`src/rtl/can_tx_bit_stuffer_pkg.sv`:
```
// Shared CAN bus levels, default stuffing length and the stuffer FSM state type.
package can_tx_bit_stuffer_pkg;

   localparam logic CAN_DOMINANT  = 1'b0;
   localparam logic CAN_RECESSIVE = 1'b1;

   localparam int CAN_STUFF_LEN = 5;

   typedef enum logic [1:0] {
      STF_IDLE,
      STF_ACTIVE,
      STF_STUFF,
      STF_LOST
   } stuff_state_t;

endpackage

```
`src/rtl/can_tx_bit_stuffer.sv`:
```
// CAN transmit bit stuffer: forwards the transmitter bit one bit time later, inserts
// complement stuff bits in SOF..CRC and checks bus readback for arbitration loss / bit errors.
module can_tx_bit_stuffer
   import can_tx_bit_stuffer_pkg::*;
#(
   parameter int STUFF_LEN = CAN_STUFF_LEN
) (
   input  logic clk,
   input  logic rst,
   input  logic sample_point,
   input  logic frame_active,
   input  logic tx_bit_in,
   input  logic stuff_en,
   input  logic arb_field,
   input  logic ack_slot,
   input  logic rx_bit,
   output logic tx_advance,
   output logic can_tx,
   output logic stuff_bit_active,
   output logic arb_lost,
   output logic bit_error
);

   localparam logic [2:0] LP_STUFF_LEN = 3'(STUFF_LEN);

   stuff_state_t r_state;
   logic [2:0]   r_run_cnt;
   logic         r_region;
   logic         r_arb;
   logic         r_ack;
   logic         r_can_tx;
   logic         r_stuff_active;
   logic         r_arb_lost;
   logic         r_bit_error;

   logic         w_stuff_due;
   logic         w_checking;
   logic         w_mismatch;
   logic         w_lose_arb;
   logic         w_bit_err;
   logic [2:0]   w_next_run;

   function automatic logic [2:0] sat_inc(input logic [2:0] cnt);
      return (cnt == 3'd7) ? cnt : cnt + 3'd1;
   endfunction

   assign w_stuff_due = (r_state == STF_ACTIVE) && r_region && (r_run_cnt == LP_STUFF_LEN);
   assign tx_advance  = sample_point && !w_stuff_due;

   // Readback compares the level we drove last bit time with what the bus returned now.
   assign w_checking = ((r_state == STF_ACTIVE) || (r_state == STF_STUFF)) && frame_active;
   assign w_mismatch = w_checking && (rx_bit != r_can_tx);
   assign w_lose_arb = w_mismatch && (r_can_tx == CAN_RECESSIVE) && r_arb
                       && (r_state != STF_STUFF);
   assign w_bit_err  = w_mismatch && !w_lose_arb
                       && ((r_state == STF_STUFF) || !((r_can_tx == CAN_RECESSIVE) && r_ack));

   assign w_next_run = ((tx_bit_in == r_can_tx) && stuff_en) ? sat_inc(r_run_cnt) : 3'd1;

   always_ff @(posedge clk or posedge rst) begin
      if (rst) begin
         r_state        <= STF_IDLE;
         r_can_tx       <= CAN_RECESSIVE;
         r_run_cnt      <= 3'd0;
         r_region       <= 1'b0;
         r_arb          <= 1'b0;
         r_ack          <= 1'b0;
         r_stuff_active <= 1'b0;
         r_arb_lost     <= 1'b0;
         r_bit_error    <= 1'b0;
      end else begin
         r_arb_lost  <= 1'b0;
         r_bit_error <= 1'b0;
         if (sample_point) begin
            r_arb_lost  <= w_lose_arb;
            r_bit_error <= w_bit_err;
            case (r_state)
               STF_IDLE: begin
                  r_can_tx <= CAN_RECESSIVE;
                  if (frame_active) begin
                     r_state   <= STF_ACTIVE;
                     r_can_tx  <= tx_bit_in;
                     r_run_cnt <= 3'd1;
                     r_region  <= stuff_en;
                     r_arb     <= arb_field;
                     r_ack     <= ack_slot;
                  end
               end
               STF_ACTIVE, STF_STUFF: begin
                  if (!frame_active) begin
                     r_state        <= STF_IDLE;
                     r_can_tx       <= CAN_RECESSIVE;
                     r_run_cnt      <= 3'd0;
                     r_region       <= 1'b0;
                     r_arb          <= 1'b0;
                     r_ack          <= 1'b0;
                     r_stuff_active <= 1'b0;
                  end else if (w_lose_arb) begin
                     r_state        <= STF_LOST;
                     r_can_tx       <= CAN_RECESSIVE;
                     r_stuff_active <= 1'b0;
                  end else if (w_stuff_due) begin
                     // Transmitter is held this bit time; the stuff bit opens a new run.
                     r_state        <= STF_STUFF;
                     r_can_tx       <= !r_can_tx;
                     r_stuff_active <= 1'b1;
                     r_run_cnt      <= 3'd1;
                  end else begin
                     r_state        <= STF_ACTIVE;
                     r_can_tx       <= tx_bit_in;
                     r_run_cnt      <= w_next_run;
                     r_region       <= stuff_en;
                     r_arb          <= arb_field;
                     r_ack          <= ack_slot;
                     r_stuff_active <= 1'b0;
                  end
               end
               STF_LOST: begin
                  r_can_tx <= CAN_RECESSIVE;
                  if (!frame_active) begin
                     r_state   <= STF_IDLE;
                     r_run_cnt <= 3'd0;
                     r_region  <= 1'b0;
                     r_arb     <= 1'b0;
                     r_ack     <= 1'b0;
                  end
               end
               default: begin
                  r_state  <= STF_IDLE;
                  r_can_tx <= CAN_RECESSIVE;
               end
            endcase
         end
      end
   end

   assign can_tx           = r_can_tx;
   assign stuff_bit_active = r_stuff_active;
   assign arb_lost         = r_arb_lost;
   assign bit_error        = r_bit_error;

endmodule
```
`config.mk`:
```
export PLATFORM = sky130hd
export DESIGN_NAME = can_tx_bit_stuffer
export DESIGN_NICKNAME = d
export VERILOG_FILES = /design/src/rtl/can_tx_bit_stuffer_pkg.sv /design/src/rtl/can_tx_bit_stuffer.sv
export SDC_FILE = /design/constraint.sdc
export NUM_CORES = 1
export LEC_CHECK = 0
export CAP_MARGIN = 5
export CORE_ASPECT_RATIO = 1.1
export CORE_UTILIZATION = 45
export CTS_CLUSTER_DIAMETER = 30
export DETAILED_ROUTE_END_ITERATION = 10
export PLACE_DENSITY_LB_ADDON = 0.1
export SLEW_MARGIN = 20
export SYNTH_ARGS = -nofsm -noshare
export SYNTH_HDL_FRONTEND = slang
export SYNTH_SLANG_ARGS = --single-unit
export TNS_END_PERCENT = 50
```
`constraint.sdc`:
```
create_clock -name clk -period 1.7 [get_ports clk]
set_input_delay 0.425 -clock clk [delete_from_list [all_inputs] [get_ports clk]]
set_output_delay 0.425 -clock clk [all_outputs]
set_load 0.02 [all_outputs]
```
==> qor.yml, run 1 <==
final_layout:
  final_area_mm2: 0.001297
  drive_gt1_frac: 0.4252
  fillers: 99
  nNetsFinal: 144
  multi_input_area_um2: 535.5
  post-route-util: 0.8230
  register_area_um2: 301.5
  diodes: 0
  syn2layout_area_growth_pct: 68.62
  fin_cells: 144
worst_setup_path:
  crit_path_end_kind: "register"
  critPathKind: "reg2reg"
  reg2reg_depth: 7
  crit_arrival_ns: 1.97
  r2r_end: "r_run_cnt[1]"
  required_ns: 1.92
  cp_max_fo: 3
  r2r_slack_ns: -0.05
  r2r_start: "r_state[0]"
  worstSetupStartpointType: "register"
  startpoint: "r_state[0]"
  crit_end: "r_run_cnt[1]"
timing:
  fin_crit_sh: 1.030
  finalSetupViolations: 3
  rsz0062_at_grt: "yes"
  timing.setup.tns_ns: -0.1080
  finalMaxSlewViolations: 0
  worst_slack_ns: -0.05051
  fmax_mhz: 571.3
  min_period_ns: 1.751
  holdWs_ns: 0.4530
  hold_viol: 0
  finalClockSkew_ns: 0.006603
  worst_pin_slew_ns: 0.4827
  slew_headroom: 0.6779
clock_network:
  clk_pin_slew_ns: 0.09
  numClockSinks: 12
  cts_tree: "done"
  cts_made_buffers: 3
  h-tree-depth: 1
  clk_path_buf_depth: 2
  clkLatencyLatePin_ns: 0.29
  cts_root_buf: "clkbuf_4"
synthesis:
  yosys.area.top_type: "dfrtp_1"
  synth_area_leaders: "dfrtp_1, ha_1, o21ai_0"
  mappedNetlistArea_um2: 769.5
  ys_top_cells_by_count: "dfrtp_1, inv_1, o21ai_0"
  synth-async-reset-ratio: 1.000
  synth-edff-count: 0
  syn_avg_cell_area_um2: 9.500
  syn_inst: 81
  synth-seq-cells: 12
  synth-seq-area-share: 0.3919
  synth_fp_nets: 97
  synth_cell_types: 28
  synth_warnings: 0
  synth_top_area_frac: 0.3577
  yosysMostFrequentCell: "dfrtp_1"
  synth_ff_type: "dfrtp_1"
route:
  drtAntennaViolNets: 0
  drt-pass1-iter-count: 4
  vias: 812
  via_per_inst: 5.639
  drt_iter0_drc: 14
  wl_per_cell_um: 16.17
  remaining_drc_errors: 0
  wirelength_um: 2329
power_and_ir_drop:
  p_leak_nw: 0.6134
  peakVddDrop_v: 0.0009505
  power.total_mw: 1.519
  power_density_mw_per_mm2: 1170
floorplanning:
  die_h_um: 45.37
  coreArea_mm2: 0.001577
  rows: 15
  die_area_mm2: 0.001879
  fp.dieW_um: 41.43
  start_util: 0.4881
  ios: 14
placement:
  dp_cells: 135
  routabilityCongestion: 0.8191
  pre_cts_ws_ns: -0.3468
  post-dp-hpwl_um: 1569
  place_area_mm2: 0.001101
  io_buffers: 13
global_route:
  grt_pass1_vias: 817
  met1_usage: 0.2921
  grt_most_used_layer: "met2"
  grt_start_max_net_pins: 13
  grt-ovfl-total: 0
  antenna_found_initial: 0
  grt_use_met3: 0.03571
  grtUsageMet2: 0.4594
  grt_pass1_wl_um: 3525
  grt_use_total: 0.2539
run_status:
  failed_checks: "setup timing"
  status: "finished with violations"
job:
  drv_cap: 0
worst_hold_path:
  hp-class: "in2async"
## how the worst min path moves through the flow
stage	from	end	slack, ns	depth (start not counted)
2_1_floorplan	rst	arb_lost	0.29	1
3_3_place_gp	stuff_bit_active	stuff_bit_active	0.46	2
3_5_place_dp	stuff_bit_active	stuff_bit_active	0.48	2
4_1_cts	rst	bit_error	0.48	2
5_1_grt	rst	bit_error	0.50	2
6_report	rst	r_run_cnt[1]	0.45	2
## worst max-delay path: stages, from the launching register on
cell	delay (ns)
dfrtp_1	0.42
buf_6	0.13
inv_4	0.03
buf_4	0.13
ha_4	0.29
nand2_4	0.06
or4_1	0.48
mux2i_1	0.14
## report_power, final
group	internal [mW]	switching, mW
sequential	0.368	0.0850
clock	0.131	0.110
combinational	0.439	0.386
## routing by layer
layer	routed length, um	part of all wire
met1	1003	0.43
met2	1211	0.52
met3	70	0.030
met4	44	0.019
met5	0	0
## registers in the layout, summed over array words and instances, names as in the netlist
signal and count:
can_tx 1, r_run_cnt 3, r_state 2, stuff_bit_active 1, bit_error 1, r_region 1
arb_lost 1, r_ack 1, r_arb 1
## cells by family after synthesis
kind of cell,after synthesis,synth area share
and+or+nand+nor,28,0.2114
AOI/OAI and AO/OA,22,0.1870
DFF,12,0.3919
buffers and inverters,8,0.03903
adders and majority gates,7,0.1138
muxes,3,0.04552
xor gates and xnor gates,1,0.01138
## placed cells by master (no fill, tap or decap), types with 2 or more instances in the layout
| master | instances |
|---|---|
| buf_4 | 24 |
| dfrtp_1 | 11 |
| clkdlybuf4s50_1 | 10 |
| o21ai_0 | 7 |
| buf_6 | 6 |
| inv_1 | 5 |
| a21oi_1 | 5 |
| nand2_1 | 5 |
| o31ai_1 | 4 |
| ha_4 | 4 |
| nor2_1 | 3 |
| clkbuf_4 | 3 |
| and2_4 | 2 |
| nand4_1 | 2 |
| nand2b_1 | 2 |
| a21oi_4 | 2 |
| mux2i_1 | 2 |
| nand3_1 | 2 |
| inv_2 | 2 |
| ha_1 | 2 |
## cell type report
cell class              instances  share of cell area
clock buffers                   4             0.02797
inverters                       8             0.02507
flip-flops and latches         12              0.2324
well taps                      17             0.01639
multi-input cells              61              0.4127
repair buffers                 42              0.2854
## repair_timing
item | 4_1_cts | 5_1_grt
setup endpoints to repair | 11 | 12
setup buffers | 5 | 1
hold buffers | 0 | 0
pin swaps | 5 | 5
resized for setup | 27 | 14
(Power assumes the default switching activity.)
==> run 2: changes to the inputs <==
- CAP_MARGIN: 5 -> 0
==> results of run 2 <==
Final layout, timing and power as in run 1 (identical DEF).
==> run 3: changes to the inputs <==
- CTS_CLUSTER_SIZE: default -> 14
==> results of run 3 <==
Final layout, timing and power as in run 1 (identical DEF).
